--- config.mk ---
export PLATFORM = sky130hd
export DESIGN_NAME = branch_cond_unit
export DESIGN_NICKNAME = d
export VERILOG_FILES = /design/src/rtl/branch_cond_unit.sv
export SDC_FILE = /design/constraint.sdc
export NUM_CORES = 1
export LEC_CHECK = 0
export ABC_AREA = 1
export CAP_MARGIN = 25
export CORE_MARGIN = 4
export CORE_UTILIZATION = 45
export CTS_CLUSTER_DIAMETER = 150
export DETAILED_ROUTE_END_ITERATION = 7
export PLACE_DENSITY = 0.75
export SLEW_MARGIN = 20
export SYNTH_ARGS = -nofsm -noshare
export SYNTH_HDL_FRONTEND = slang
export SYNTH_SLANG_ARGS = --single-unit
export TNS_END_PERCENT = 10
--- constraint.sdc ---
create_clock -name clock -period 2.8 [get_ports clock]
set_clock_uncertainty 0.05 [all_clocks]
set_input_delay 0.28 -clock clock [delete_from_list [all_inputs] [get_ports clock]]
set_output_delay 0.28 -clock clock [all_outputs]
set_load 0.005 [all_outputs]
--- src/rtl/branch_cond_unit.sv ---
// Branch-condition unit: one-beat single-operand tests, two-beat operand compares.
// Optional feature macro: BRANCH_COND_UNSIGNED_EN (unsigned brlt/brge via ir_in[COND_LSB+3]).
module branch_cond_unit #(
   parameter int WIDTH    = 32,
   parameter int IR_WIDTH = 32,
   parameter int COND_LSB = 19
) (
   input  logic                clock,
   input  logic                clear_n,
   input  logic                con_in,
   input  logic [IR_WIDTH-1:0] ir_in,
   input  logic [WIDTH-1:0]    bus_in,
   input  logic                b_valid,
   input  logic                flush,
   output logic                con_out,
   output logic                busy,
   output logic                done
);

   typedef enum logic {
      ST_IDLE   = 1'b0,
      ST_WAIT_B = 1'b1
   } state_t;

   state_t           r_state;
   state_t           w_state_nxt;
   logic             r_con_out;
   logic             r_done;
   logic [2:0]       r_cond_q;
   logic [WIDTH-1:0] r_a_q;
   logic             w_con_nxt;
   logic             w_done_nxt;
   logic             w_load;
   logic [2:0]       w_cond;
   logic             w_u_cur;
   logic             w_u_held;

   assign w_cond = ir_in[COND_LSB+2:COND_LSB];

`ifdef BRANCH_COND_UNSIGNED_EN
   logic r_u_q;
   assign w_u_cur  = ir_in[COND_LSB+3];
   assign w_u_held = r_u_q;

   // Unsigned-select bit travels with the latched condition code
   always_ff @(posedge clock or negedge clear_n) begin
      if (!clear_n) begin
         r_u_q <= 1'b0;
      end else if (w_load) begin
         r_u_q <= w_u_cur;
      end else begin
         r_u_q <= r_u_q;
      end
   end
`else
   assign w_u_cur  = 1'b0;
   assign w_u_held = 1'b0;
`endif

   function automatic logic f_eval(input logic [2:0] cond, input logic u,
                                   input logic [WIDTH-1:0] a, input logic [WIDTH-1:0] b);
      logic res;
      res = 1'b0;
      case (cond)
         3'b000:  res = (a == {WIDTH{1'b0}});
         3'b001:  res = (a != {WIDTH{1'b0}});
         3'b010:  res = (a[WIDTH-1] == 1'b0);
         3'b011:  res = (a[WIDTH-1] == 1'b1);
         3'b100:  res = (a == b);
         3'b101:  res = (a != b);
         3'b110:  res = u ? (a < b)  : ($signed(a) <  $signed(b));
         3'b111:  res = u ? (a >= b) : ($signed(a) >= $signed(b));
         default: res = 1'b0;
      endcase
      return res;
   endfunction

   // Next-state and decision logic; cond_q/a_q isolate WAIT_B from ir_in changes
   always_comb begin
      w_state_nxt = r_state;
      w_con_nxt   = r_con_out;
      w_done_nxt  = 1'b0;
      w_load      = 1'b0;
      case (r_state)
         ST_IDLE: begin
            if (con_in) begin
               if (w_cond[2] == 1'b0) begin
                  w_con_nxt  = f_eval(w_cond, w_u_cur, bus_in, bus_in);
                  w_done_nxt = 1'b1;
               end else begin
                  w_load      = 1'b1;
                  w_state_nxt = ST_WAIT_B;
               end
            end else begin
               w_state_nxt = ST_IDLE;
            end
         end
         ST_WAIT_B: begin
            if (flush) begin
               w_state_nxt = ST_IDLE;
            end else if (b_valid) begin
               w_con_nxt   = f_eval(r_cond_q, w_u_held, r_a_q, bus_in);
               w_done_nxt  = 1'b1;
               w_state_nxt = ST_IDLE;
            end else begin
               w_state_nxt = ST_WAIT_B;
            end
         end
         default: begin
            w_state_nxt = ST_IDLE;
         end
      endcase
   end

   // State, decision, done pulse and operand-A capture
   always_ff @(posedge clock or negedge clear_n) begin
      if (!clear_n) begin
         r_state   <= ST_IDLE;
         r_con_out <= 1'b0;
         r_done    <= 1'b0;
         r_cond_q  <= 3'b000;
         r_a_q     <= {WIDTH{1'b0}};
      end else begin
         r_state   <= w_state_nxt;
         r_con_out <= w_con_nxt;
         r_done    <= w_done_nxt;
         if (w_load) begin
            r_cond_q <= w_cond;
            r_a_q    <= bus_in;
         end else begin
            r_cond_q <= r_cond_q;
            r_a_q    <= r_a_q;
         end
      end
   end

   assign con_out = r_con_out;
   assign done    = r_done;
   assign busy    = (r_state == ST_WAIT_B);

endmodule

Word-level counts from Yosys, hierarchy flattened --
Index checks and enable logic that the tools add are counted.
Word-level totals: register bits 38, bits of input ports 69, output and inout port bits 3
Operators by class: magnitude comparators 4, equality and inequality tests 20, multiplexer cells 18, bitwise operators 3, reductions and logical operators 7
Operator list (number):
- >= comparator 32 bit | 2
- zero test 32 bit | 2
- < comparator 32 bit | 2
- nonzero test 32 bit | 2
- equality test 32 bit | 1
- != test 32 bit | 1
- equality test 3 bit, second input constant | 8
- one-hot mux 1 bit (8 select lines) | 2
- 2-to-1 mux 1 bit | 13
- equality test 3 x 2 -> 1 bit, second input constant | 4
- != test 2 bit, second input constant | 4
- equality test 3 x 1 -> 1 bit, second input constant | 2
- zero test 3 bit | 2
- one-hot mux 1 bit (2 select lines) | 3
- AND reduction 4 bit | 1
- NOT 1 bit | 3

Logic depth before layout (Yosys ltp) --
Gate-level depths: netlist (run 1).
depth after elaboration 5, depth in mapped cells 19, mapped depth without buffers 19

Least setup slack after synthesis (run 1) --
Ideal clock, no wire load.
kind reg-to-reg, from reg r_a_q[31], to reg r_con_out (netlist: con_out), setup time 0.125 ns, arrival 1.625 ns, data required time 2.625 ns, path slack 1.000 ns, stages on the path, launching flop included 13, buffers on the path 0, path through dfrtp_1 > ha_1 > nand2_2 > nor2_2 > nand2_2 > nor2_4 > nand2_2 > a21oi_1 > nor2_1 > a21oi_1 > nand3_1 > nand2_1 > a21oi_2
On the way: word-level cells in the longest chain between the ends 5, elaborated cells between the ends (all ways) 11, classes of those cells order compare: 2; eq/ne: 2; mux: 4; bitwise: 1; reduce/logical: 2
Ends and longest elaborated chain:
- from (decl) | line 30 | logic [WIDTH-1:0] r_a_q;
- from (signal assigned) | line 122 | r_a_q <= {WIDTH{1'b0}};
- from (signal assigned) | line 129 | r_a_q <= bus_in;
- from (signal assigned) | line 132 | r_a_q <= r_a_q;
- >= comparator 32 bit, or another cell as far along | line 72 | 3'b111: res = u ? (a >= b) : ($signed(a) >= $signed(b));
- one-hot mux 1 bit (8 select lines) (*) | line 64 | case (cond)
- 2-to-1 mux 1 bit (*) | line 101 | end else if (b_valid) begin
- 2-to-1 mux 1 bit (*) | line 99 | if (flush) begin
- one-hot mux 1 bit (2 select lines) (*) | line 84 | case (r_state)
- to (signal assigned) | line 125 | r_con_out <= w_con_nxt;
- to (decl) | line 27 | logic r_con_out;
Mark *: on every way between the ends. The rest lies on a longest branch, timed or not. The select of a mux whose other input is x is not followed. A chain may end at the register's enable or synchronous reset.

Worst setup path after layout (run 1) --
from in bus_in[31], to reg r_con_out (netlist: con_out)
On the way: word-level cells in the longest chain between the ends 5, elaborated cells between the ends (all ways) 16, classes of those cells order compare: 4; eq/ne: 2; mux: 7; bitwise: 1; reduce/logical: 2
Ends and longest elaborated chain:
- from (decl) | line 12 | input logic [WIDTH-1:0] bus_in,
- >= comparator 32 bit, or another cell as far along | line 72
- one-hot mux 1 bit (8 select lines) | line 64
- 2-to-1 mux 1 bit (on tied branches) | line 101, 87
- 2-to-1 mux 1 bit (on tied branches) | line 99, 86
- one-hot mux 1 bit (2 select lines) (*) | line 84
Marked as above.

==> results by group, run 1 <==
Yosys
  – Top-area cell type share of the netlist area: 37.0%
  – Flops & latches, synth: 38
  – Largest area contributor in the netlist: dfrtp_1
  – Mean post-synth cell area: 7.59 um^2
  – Post-synth net total: 440
  – Area share of and/or/nand/nor cells after synthesis: 25.2%
  – Synth Area in Adders: 15.6%
  – Register area share after synthesis: 37.0%
  – Post-synthesis cell count: 339
  – Post-synth ARST share: 100%
  – Largest family of logic cells by synthesized area: simple AND/OR/NAND/NOR gates
  – Post-synthesis cell type count: 27
  – Synth Cell Area: 2570 um^2
  – XOR/XNOR Fraction of Synth Area: 0%
  – Most used DFF post-synth: dfrtp_1
  – EDFF count, synth: 0
  – Synth area leaders: dfrtp_1 37%, ha_1 16%, nand2_1 11%
  – Compound-Gate Fraction of Synth Area: 13.8%
  – Yosys warnings: 0
  – Mux cell area share after synthesis: 0%

Routing
  – 1st-pass router iterations: 4
  – Avg WL per Cell: 11.7 um
  – Final wirelength: 5.32 mm
  – Initial drt markers: 55
  – Detail-routed via count per cell: 4.96
  – DRC errors left: 0
  – Routed vias: 2264
  – Routed Antenna Nets: 0

GRT
  – Largest net degree at the start of global routing: 46
  – Initial antenna violation count: 0
  – First-pass GRT wire length: 9.66 mm
  – Grt total ovfl: 0
  – Number of global-route vias before repair: 2339
  – GRT Total Usage: 16.6%

Clocking
  – CTS tree: yes
  – Clk sinks: 38
  – CTS max path bufs: 2
  – H-tree depth: 2
  – Reg clk slew, reported paths: 0.07 ns
  – PostCTS Resize Cnt: 0
  – Setup Fix Bufs, Post-CTS: 0
  – CTS buffer count: 5
  – CTS Root Cell: clkbuf_8
  – # hold bufs at CTS: 0
  – Worst skew pair latency: 0.29 ns

Die
  – DIE HEIGHT: 83.6 um
  – I/O pin count: 72
  – Die area: 6990 um^2
  – Initial Utilization: 46.4%
  – Row count: 27
  – Core area: 5540 um^2
  – Die width: 83.6 um

Pwr
  – PwrDens: 499 nW/um^2
  – Leak pwr: 0.00160 uW
  – Maximum vdd drop: 235 uV

Outcome
  – Status: finished, final reports clean

Critical path
  – Setup CP Type: in2reg
  – Delay-heaviest family, CP: simple AND/OR/NAND/NOR gates
  – Crit path DAT: 2.25 ns
  – CP Cell Sequence: clkdlybuf4s50_1 -> inv_2 -> ha_1 -> nand2_1 -> inv_1 -> nor2_1 -> o21a_1 -> nand2_1 -> a21oi_1 -> nand2_1 -> nand2_1 -> nand3_1 -> nand2_1 -> nand3_1 -> nand2_1 -> a21oi_2
  – CP Max Fanout: 4
  – Setup crit end kind: register
  – Worst Path Buf+Inv: 3
  – WP data required: 2.93 ns
  – CP peak stage delay: 0.52 ns
  – CP max-delay cell: clkdlybuf4s50_1
  – Critical path's most frequent cell: nand2_1
  – Type of origin of the critical path: input port

Layout
  – Cell area after layout: 3180 um^2
  – Area grow syn2layout: 23.6%
  – Antenna diode count: 0
  – Fill cells: 526
  – Layout cells sized above 1: 8.85%
  – Nets: 484

STA
  – RSZ-0062 raised after global routing: false
  – Setup_tns: 0 ns
  – Final setup viols: 0
  – Period minus WS final: 2.12 ns
  – Final Max Slew Viols: 0
  – Final worst slack: 0.681 ns
  – Max-slew headroom: 67.4%
  – Final worst-path cycle share: 75.7%
  – Worst-margin pin slew: 0.489 ns
  – Max Clk Rate: 0.472 GHz
  – Hold Vio Cnt, Final: 0

Place
  – Port Buf Inserts: 42
  – Routability Congestion: 0.836
  – Dpl ws: 0.387 ns
  – Placed Instance Area: 3090 um^2
  – DP HPWL: 4.15 mm

Flow run
  – Maxcap violations: 0

Hold path
  – Worst min path class: in2async
## path summary, 6_finish.rpt
kind                                       start               endpoint  slack, ns  depth (start not counted)
setup reg to reg           r_a_q[31]$_DFFE_PN0P_    con_out$_DFFE_PN0P_       0.81                         14
hold reg to reg            r_a_q[12]$_DFFE_PN0P_  r_a_q[12]$_DFFE_PN0P_       0.47                          2
max in group asynchronous                clear_n  r_a_q[20]$_DFFE_PN0P_       1.99                          2
hold / removal                           clear_n   r_a_q[4]$_DFFE_PN0P_       0.36                          2
setup / recovery                      bus_in[31]    con_out$_DFFE_PN0P_       0.68                         16
min in group clock         r_a_q[12]$_DFFE_PN0P_  r_a_q[12]$_DFFE_PN0P_       0.47                          2
## power by group
part	switching (uW)	total, uW	internal (uW)
logic	258	483	225
clock network	190	389	199
registers	76.6	715	639
total	525	1590	1060
## sequential cells by signal (all words and copies together) (netlist names)
signal    flops
r_cond_q      3
busy          1
r_a_q        32
con_out       1
done          1
## layer usage
| metal | vias to the layer above | wire [um] | global-route usage [%] |
|---|---|---|---|
| li1 | 1198 | - | - |
| met2 | 44 | 2380 | 28.3 |
| met1 | 1011 | 2580 | 20.2 |
| met4 | 0 | 115 | 6.87 |
| met5 | - | 0 | 0 |
| met3 | 11 | 243 | 3.65 |
## synth_stat cells, types with 3 or more instances
cell type	number
a21oi_1	16
clkbuf_1	7
dfrtp_1	38
ha_1	32
inv_1	36
inv_2	14
nand2_1	73
nand2_2	4
nand3_1	10
nand4_1	11
nor2_1	34
nor3_1	3
nor4_1	4
o21a_1	3
o21ai_0	39
## layout make-up
type	count	area (um^2)	area share [%]
tap	72	90.1	2.83
clock inverter	1	5.00	0.157
multi-input combinational	243	1410	44.3
timing repair buffer	44	448	14.1
sequential	38	951	29.9
inverter	51	191	6.02
clock buffer	7	86.3	2.71
## metrics by stage
stage / hold WS, ns / util [%] / power, uW / instances
3_3_place_gp: 0.445 / 55.8 / 1180 / 448
5_1_grt: 0.411 / 57.4 / 1740 / 456
3_5_place_dp: 0.458 / 55.8 / 1210 / 448
2_1_floorplan: -0.0656 / - / 1030 / 339
6_report: 0.362 / 57.4 / 1590 / 456
4_1_cts: 0.382 / 57.4 / 1610 / 456
## logic make-up (layout without fill, tap and decap cells)
kind of cell               count (synthesis)  after routing
AOI/OAI and AO/OA                         66             66
DFF                                       38             38
buffers and inverters                     58            103
adders and majority gates                 32             32
and+or+nand+nor                          145            145
## cells in the final DEF (no fill, tap or decap), types with 3 or more instances in the layout
master and n:
inv_2 14, clkbuf_8 6, nand2_2 4, nand3_1 9, o21a_1 3, nand2_1 73, ha_1 32, dfrtp_1 38
nand4_1 11, nor4_1 4, nor3_1 3, o21ai_0 39, a21oi_1 16, inv_1 36, clkdlybuf4s50_1 42, nor2_1 34
No activity file was read; power rests on OpenSTA's default activity.
==> run 2, diff against run 1 <==
==> constraint.sdc (replaced) <==
create_clock -name clock -period 2 [get_ports clock]
set_clock_uncertainty 0.05 [all_clocks]
set_input_delay 0.2 -clock clock [delete_from_list [all_inputs] [get_ports clock]]
set_output_delay 0.2 -clock clock [all_outputs]
set_load 0.005 [all_outputs]
==> run 2 against run 1 <==
Setup slack got worse by 0.66 ns. Final cell count grew 7.7%. Sequential share of layout area fell by 4.1 points. Via count increased by 11%.
==> results by group, run 2 (synthesis results as in run 1) <==
Outcome
  – Status: finished, final reports clean

Layout
  – Most flops, register: r_a_q
  – Biggest regs: r_a_q: 32 flops, r_cond_q: 3 flops
  – Nets: 519 (+7.2%)
  – Antenna diode count: 0 (unchanged)
  – Commonest non-fill, non-tap cell in the layout: nand2_1
  – Cell area after layout: 3690 um^2 (+16%)
  – Max reg flops: 32 (unchanged)
  – Most frequent cells in the layout: 69 x nand2_1, 39 x o21ai_0, 37 x dfrtp_1, 36 x clkdlybuf4s50_1, 36 x buf_4
  – Layout cells sized above 1: 25.1% (+16 points)
  – Fill cells: 462 (-12%)
  – Area grow syn2layout: 43.3%

Clocking
  – Reg clk slew, reported paths: 0.09 ns (+0.02 ns)
  – Worst skew pair latency: 0.30 ns (about the same)
  – H-tree depth: 2 (unchanged)
  – Clk sinks: 38 (unchanged)
  – CTS tree: yes
  – CTS Root Cell: clkbuf_8
  – CTS max path bufs: 2 (unchanged)
  – # hold bufs at CTS: 0 (unchanged)
  – CTS buffer count: 5 (unchanged)

STA
  – Final worst-path cycle share: 98.9%
  – Max-slew headroom: 66.4% (-0.96 points)
  – Final setup viols: 0 (unchanged)
  – RSZ-0062 raised after global routing: true
  – Max Clk Rate: 0.505 GHz
  – Setup_tns: 0 ns (unchanged)
  – Worst-margin pin slew: 0.503 ns (+0.0144 ns)
  – Period minus WS final: 1.98 ns
  – Final Max Slew Viols: 0 (unchanged)
  – Hold Vio Cnt, Final: 0 (unchanged)

Die
  – Core area: 5540 um^2 (unchanged)
  – Die area: 6990 um^2 (unchanged)
  – Initial Utilization: 46.4% (unchanged)
  – DIE HEIGHT: 83.6 um (unchanged)
  – Row count: 27 (unchanged)
  – Die width: 83.6 um (unchanged)
  – I/O pin count: 72 (unchanged)

Place
  – DP HPWL: 4.41 mm (+6.3%)
  – Port Buf Inserts: 42 (unchanged)
  – Placed Instance Area: 3290 um^2 (+6.6%)
  – Routability Congestion: 0.825 (-1.3%)

Critical path
  – Worst setup startpoint: bus_in[13]
  – Setup crit end kind: register
  – Crit path DAT: 2.10 ns (-0.15 ns)
  – CP Max Fanout: 3 (-1)
  – WP data required: 2.13 ns (-0.80 ns)
  – Reg-to-reg critical path startpoint: r_a_q[13]$_DFFE_PN0P_
  – Type of origin of the critical path: input port
  – Setup CP Type: in2reg

Routing
  – Detail-routed via count per cell: 5.12 (+3.1%)
  – Routed vias: 2514 (+11%)
  – Final wirelength: 6.49 mm (+22%)
  – 1st-pass router iterations: 4 (unchanged)
  – Initial drt markers: 96 (+75%)
  – DRC errors left: 0 (unchanged)
  – Avg WL per Cell: 13.2 um (+13%)
  – Routed Antenna Nets: 0 (unchanged)

Pwr
  – Total power: 2590 uW (+63%)
  – Maximum vdd drop: 334 uV (+42%)
  – PwrDens: 702 nW/um^2 (+41%)
  – Leak pwr: 0.00183 uW (+14%)

Flow run
  – Maxcap violations: 0 (unchanged)

GRT
  – GRT met2 Usage: 29.1% (+0.87 points)
  – GRT Total Usage: 17.7% (+1.1 points)
  – First-pass GRT wire length: 10.3 mm (+6.3%)
  – Number of global-route vias before repair: 2434 (+4.1%)
  – Grt total ovfl: 0 (unchanged)
  – Largest net degree at the start of global routing: 60 (+30%)
  – Met1 Usage GRT: 22.0% (+1.8 points)
  – Initial antenna violation count: 0 (unchanged)
  – GRT met3 Usage: 4.64% (+0.99 points)
  – Most Used Layer, Global Route: met2

Hold path
  – Hold Startpoint: bus_in[21]
  – Worst min path class: in2reg
==> run 2: changes by cell type in the layout (fill, tap and decap cells not counted), moves of 6 or more <==
cell | previous run | this run
a21oi_1 | 16 | 6
a21oi_2 | 1 | 11
buf_4 | 1 | 36
clkdlybuf4s50_1 | 42 | 36
dlymetal6s2s_1 | 0 | 6
ha_1 | 32 | 20
ha_4 | 0 | 12
==> run 2: timing repair <==
action                     4_1_cts  5_1_grt
resized for setup                0       42
setup buffers                    0        8
setup endpoints to repair        0        1
==> run 2: where the power goes <==
| part | total [uW] | leakage, uW | internal (uW) | switching (uW) |
|---|---|---|---|---|
| clock | 657 | 0.0000579 | 367 | 290 |
| sequential | 1010 | 0.000467 | 894 | 121 |
| combinational | 916 | 0.00131 | 461 | 455 |
| total | 2590 | 0.00183 | 1720 | 866 |
==> run 2: routing by layer <==
metal / wire [um] / vias up
li1: - / 1275
met1: 2720 / 1162
met4: 148 / 0
met2: 3320 / 63
met5: 0 / -
met3: 299 / 14
==> run 2: final timing paths <==
kind	endpoint	slack, ns	depth (start not counted)
max	con_out$_DFFE_PN0P_	0.02	14
min	r_a_q[21]$_DFFE_PN0P_	0.22	3
max reg2reg	con_out$_DFFE_PN0P_	0.03	12
min reg2reg	r_a_q[30]$_DFFE_PN0P_	0.47	2
max in group asynchronous	r_a_q[20]$_DFFE_PN0P_	1.25	2
min in group asynchronous	r_a_q[3]$_DFFE_PN0P_	0.29	2
==> run 2: cell type report <==
| cell class | count | area [um^2] | area share (%) |
|---|---|---|---|
| Clock inverter | 3 | 40.0 | 1.09 |
| Tap cell | 72 | 90.1 | 2.44 |
| Sequential cell | 38 | 952 | 25.8 |
| Clock buffer | 5 | 68.8 | 1.87 |
| Inverter | 51 | 191 | 5.19 |
| Timing Repair Buffer | 79 | 726 | 19.7 |
| Multi-Input combinational cell | 243 | 1620 | 43.9 |
==> run 2: stage by stage <==
| stage | utilization [%] | hold slack [ns] | setup WS (ns) | instances |
|---|---|---|---|---|
| 2_1_floorplan | - | -0.146 | 0.200 | 339 |
| 3_3_place_gp | 59.4 | 0.442 | -0.216 | 475 |
| 3_5_place_dp | 59.4 | 0.451 | -0.283 | 475 |
| 4_1_cts | 61.4 | 0.306 | 0.0171 | 483 |
| 5_1_grt | 66.6 | 0.213 | -0.0909 | 491 |
| 6_report | 66.6 | 0.221 | 0.0216 | 491 |
==> run 2: critical path: stages <==
cell             delay [ns]
clkdlybuf4s50_1        0.47
inv_2                  0.04
ha_1                   0.30
nand2_1                0.08
nor2_2                 0.17
nand2_2                0.10
nor2_4                 0.11
nand2_2                0.07
a21oi_2                0.15
nor2_2                 0.06
a21oi_2                0.10
nand3_1                0.09
nand2_1                0.09
a21oi_2                0.05
==> run 3, diff against run 2 <==
--- a/config.mk
+++ b/config.mk
@@ -11,7 +11,7 @@
 export CORE_UTILIZATION = 45
 export CTS_CLUSTER_DIAMETER = 150
 export DETAILED_ROUTE_END_ITERATION = 7
-export PLACE_DENSITY = 0.75
+export PLACE_DENSITY_LB_ADDON = 0.2
 export SLEW_MARGIN = 20
 export SYNTH_ARGS = -nofsm -noshare
 export SYNTH_HDL_FRONTEND = slang
==> run 3 against run 2 <==
Setup slack better by 0.082 ns. Clock-buffer cell count stayed put. Total power decreased by 0.41%. Via count is 4.1% lower. Critical endpoint unchanged. Critical path depth shrank 2. Highest routed layer unchanged. Flip-flop and latch count did not move.
==> results by group, run 3 (synthesis results as in run 1) <==
Outcome
  – Status: finished, final reports clean

Routing
  – Routed Antenna Nets: 0 (unchanged)
  – 1st-pass router iterations: 4 (unchanged)
  – Detail-routed via count per cell: 4.97 (-2.9%)
  – Initial drt markers: 74 (-23%)
  – Routed vias: 2412 (-4.1%)
  – DRC errors left: 0 (unchanged)
  – Avg WL per Cell: 11.7 um (-11%)
  – Final wirelength: 5.70 mm (-12%)

STA
  – Final worst slack: 0.103 ns (+0.0815 ns)
  – Period minus WS final: 1.90 ns (-0.0815 ns)
  – Hold Slack: 0.196 ns (-0.0250 ns)
  – Final worst-path cycle share: 94.8% (-4.1 points)
  – Max-slew headroom: 66.1% (-0.36 points)
  – Final Max Slew Viols: 0 (unchanged)
  – Hold Vio Cnt, Final: 0 (unchanged)
  – Worst-margin pin slew: 0.509 ns (+0.00536 ns)
  – Max Clk Rate: 0.527 GHz (+4.3%)
  – Final setup viols: 0 (unchanged)
  – RSZ-0062 raised after global routing: true

Clocking
  – CTS tree: yes
  – CTS max path bufs: 2 (unchanged)
  – CTS Root Cell: clkbuf_8
  – Worst skew pair latency: 0.30 ns (about the same)
  – Reg clk slew, reported paths: 0.08 ns (about the same)
  – CTS buffer count: 5 (unchanged)
  – H-tree depth: 2 (unchanged)
  – Clk sinks: 38 (unchanged)

Layout
  – Fill cells: 523 (+13%)
  – Post-layout util: 63.6% (-3.0 points)
  – Biggest regs: r_a_q: 32 flops, r_cond_q: 3 flops
  – Area grow syn2layout: 36.9%
  – Most frequent cells in the layout: 72 x nand2_1, 39 x o21ai_0, 39 x clkdlybuf4s50_1, 38 x dfrtp_1, 36 x inv_1
  – Layout cells sized above 1: 18.2% (-6.9 points)
  – Cell area after layout: 3520 um^2 (-4.5%)
  – Max reg flops: 32 (unchanged)
  – Commonest non-fill, non-tap cell in the layout: nand2_1
  – Most flops, register: r_a_q
  – Antenna diode count: 0 (unchanged)
  – Nets: 513 (-1.2%)
  – Fin cells: 485 (-1.2%)

Critical path
  – R2r setup slk: 0.10 ns (+0.07 ns)
  – Setup crit end kind: register
  – FF-to-FF path depth: 12 (unchanged)
  – CP Cell Sequence: ha_1 -> nand2_1 -> nor2_1 -> nand4_1 -> nor2_4 -> nand2_2 -> a21oi_1 -> nor2_1 -> a21oi_1 -> nand3_1 -> nand2_1 -> a21oi_2
  – CP max-delay cell: dfrtp_1
  – Capturing point of the worst reg2reg path: con_out$_DFFE_PN0P_
  – Setup CP Type: reg2reg
  – Crit path DAT: 2.03 ns (-0.07 ns)
  – CP peak stage delay: 0.41 ns (-0.06 ns)
  – Reg-to-reg critical path startpoint: r_a_q[7]$_DFFE_PN0P_
  – WP data required: 2.13 ns (about the same)
  – Type of origin of the critical path: register
  – CP Max Fanout: 3 (unchanged)

GRT
  – Initial antenna violation count: 0 (unchanged)
  – First-pass GRT wire length: 10.6 mm (+2.8%)
  – Largest net degree at the start of global routing: 39 (-35%)
  – GRT Total Usage: 17.9% (+0.26 points)
  – Grt total ovfl: 0 (unchanged)
  – Number of global-route vias before repair: 2417 (-0.70%)

Place
  – Placed Instance Area: 3270 um^2 (-0.53%)
  – Dpl ws: -0.237 ns (+0.0457 ns)
  – Routability Congestion: 0.780 (-5.4%)
  – Port Buf Inserts: 42 (unchanged)
  – Dpl cells: 475 (unchanged)
  – DP HPWL: 4.39 mm (-0.36%)

Hold path
  – Hold Startpoint: bus_in[18]
  – Hold path cells: 3 (unchanged)
  – Hold Path End: r_a_q[18]$_DFFE_PN0P_
  – Worst min path class: in2reg

Flow run
  – Maxcap violations: 0 (unchanged)

Die
  – DIE HEIGHT: 83.6 um (unchanged)
  – Die area: 6990 um^2 (unchanged)
  – Row count: 27 (unchanged)
  – Die width: 83.6 um (unchanged)
  – I/O pin count: 72 (unchanged)
  – Core area: 5540 um^2 (unchanged)
  – Initial Utilization: 46.4% (unchanged)

Pwr
  – Maximum vdd drop: 408 uV (+22%)
  – Leak pwr: 0.00177 uW (-3.2%)
  – PwrDens: 732 nW/um^2 (+4.3%)
-- run 3: changes by cell type in the layout (fill, tap and decap cells not counted), sizes merged --
cell / before / now
clkinv: 3 / 2
buf: 37 / 31
dlygate4sd3: 0 / 1
dlymetal6s2s: 6 / 2
clkdlybuf4s50: 36 / 39
bufinv: 1 / 2
-- run 3: repair_timing --
| item | 4_1_cts | 5_1_grt |
|---|---|---|
| hold endpoints to repair | 38 | 0 |
| hold buffers | 1 | 0 |
| endpoints found under the setup margin | 0 | 1 |
| setup buffers | 0 | 1 |
| resized for setup | 0 | 14 |
-- run 3: routing by layer --
metal / track usage [%] / part of all wire [%] / up-vias
li1: - / - / 1263
met1: 24.3 / 49 / 1095
met5: 0 / 0 / -
met3: 4.05 / 5.2 / 6
met4: 3.51 / 1.0 / 0
met2: 29.4 / 44 / 48
-- run 3: final cells by class --
type	instances	area [um^2]	area share, %
clock buffer	5	68.8	1.95
clock inverter	3	68.8	1.95
inverter	51	191	5.44
multi-input combinational	243	1500	42.5
sequential	38	951	27.0
tap	72	90.1	2.56
timing repair buffer	73	656	18.6
-- run 3: worst max path at each step --
| stage | start | to | slack [ns] | cells after the start |
|---|---|---|---|---|
| global placement | bus_in[23] | con_out$_DFFE_PN0P_ | -0.22 | 14 |
| CTS | bus_in[31] | con_out$_DFFE_PN0P_ | 0.06 | 15 |
| finish | r_a_q[7]$_DFFE_PN0P_ | con_out$_DFFE_PN0P_ | 0.10 | 12 |
| detailed placement | bus_in[31] | con_out$_DFFE_PN0P_ | -0.24 | 16 |
| floorplan | r_a_q[31]$_DFFE_PN0P_ | con_out$_DFFE_PN0P_ | 0.20 | 12 |
| global route | bus_in[5] | con_out$_DFFE_PN0P_ | -0.09 | 17 |
-- run 3: per-stage QoR --
step	setup TNS, ns	total power [uW]
after floorplan	0	1450
after global placement	-0.223	1720
after detailed placement	-0.237	1740
after CTS	0	2550
after global routing	-0.0864	2800
final	0	2580
-- run 3: power breakdown --
| group | switching (uW) | internal, uW | total (uW) |
|---|---|---|---|
| clock network | 295 | 500 | 795 |
| registers | 110 | 893 | 1000 |
| logic | 394 | 385 | 780 |
-- run 3: worst max-delay path: cells and delay by family, from the launching register on --
| kind | cells | cell delay (ns) |
|---|---|---|
| flip-flops | 1 | 0.41 |
| adder cells (fa/ha/maj) | 1 | 0.30 |
| AND/OR/NAND/NOR | 8 | 0.74 |
| AO/OA/AOI/OAI | 3 | 0.28 |
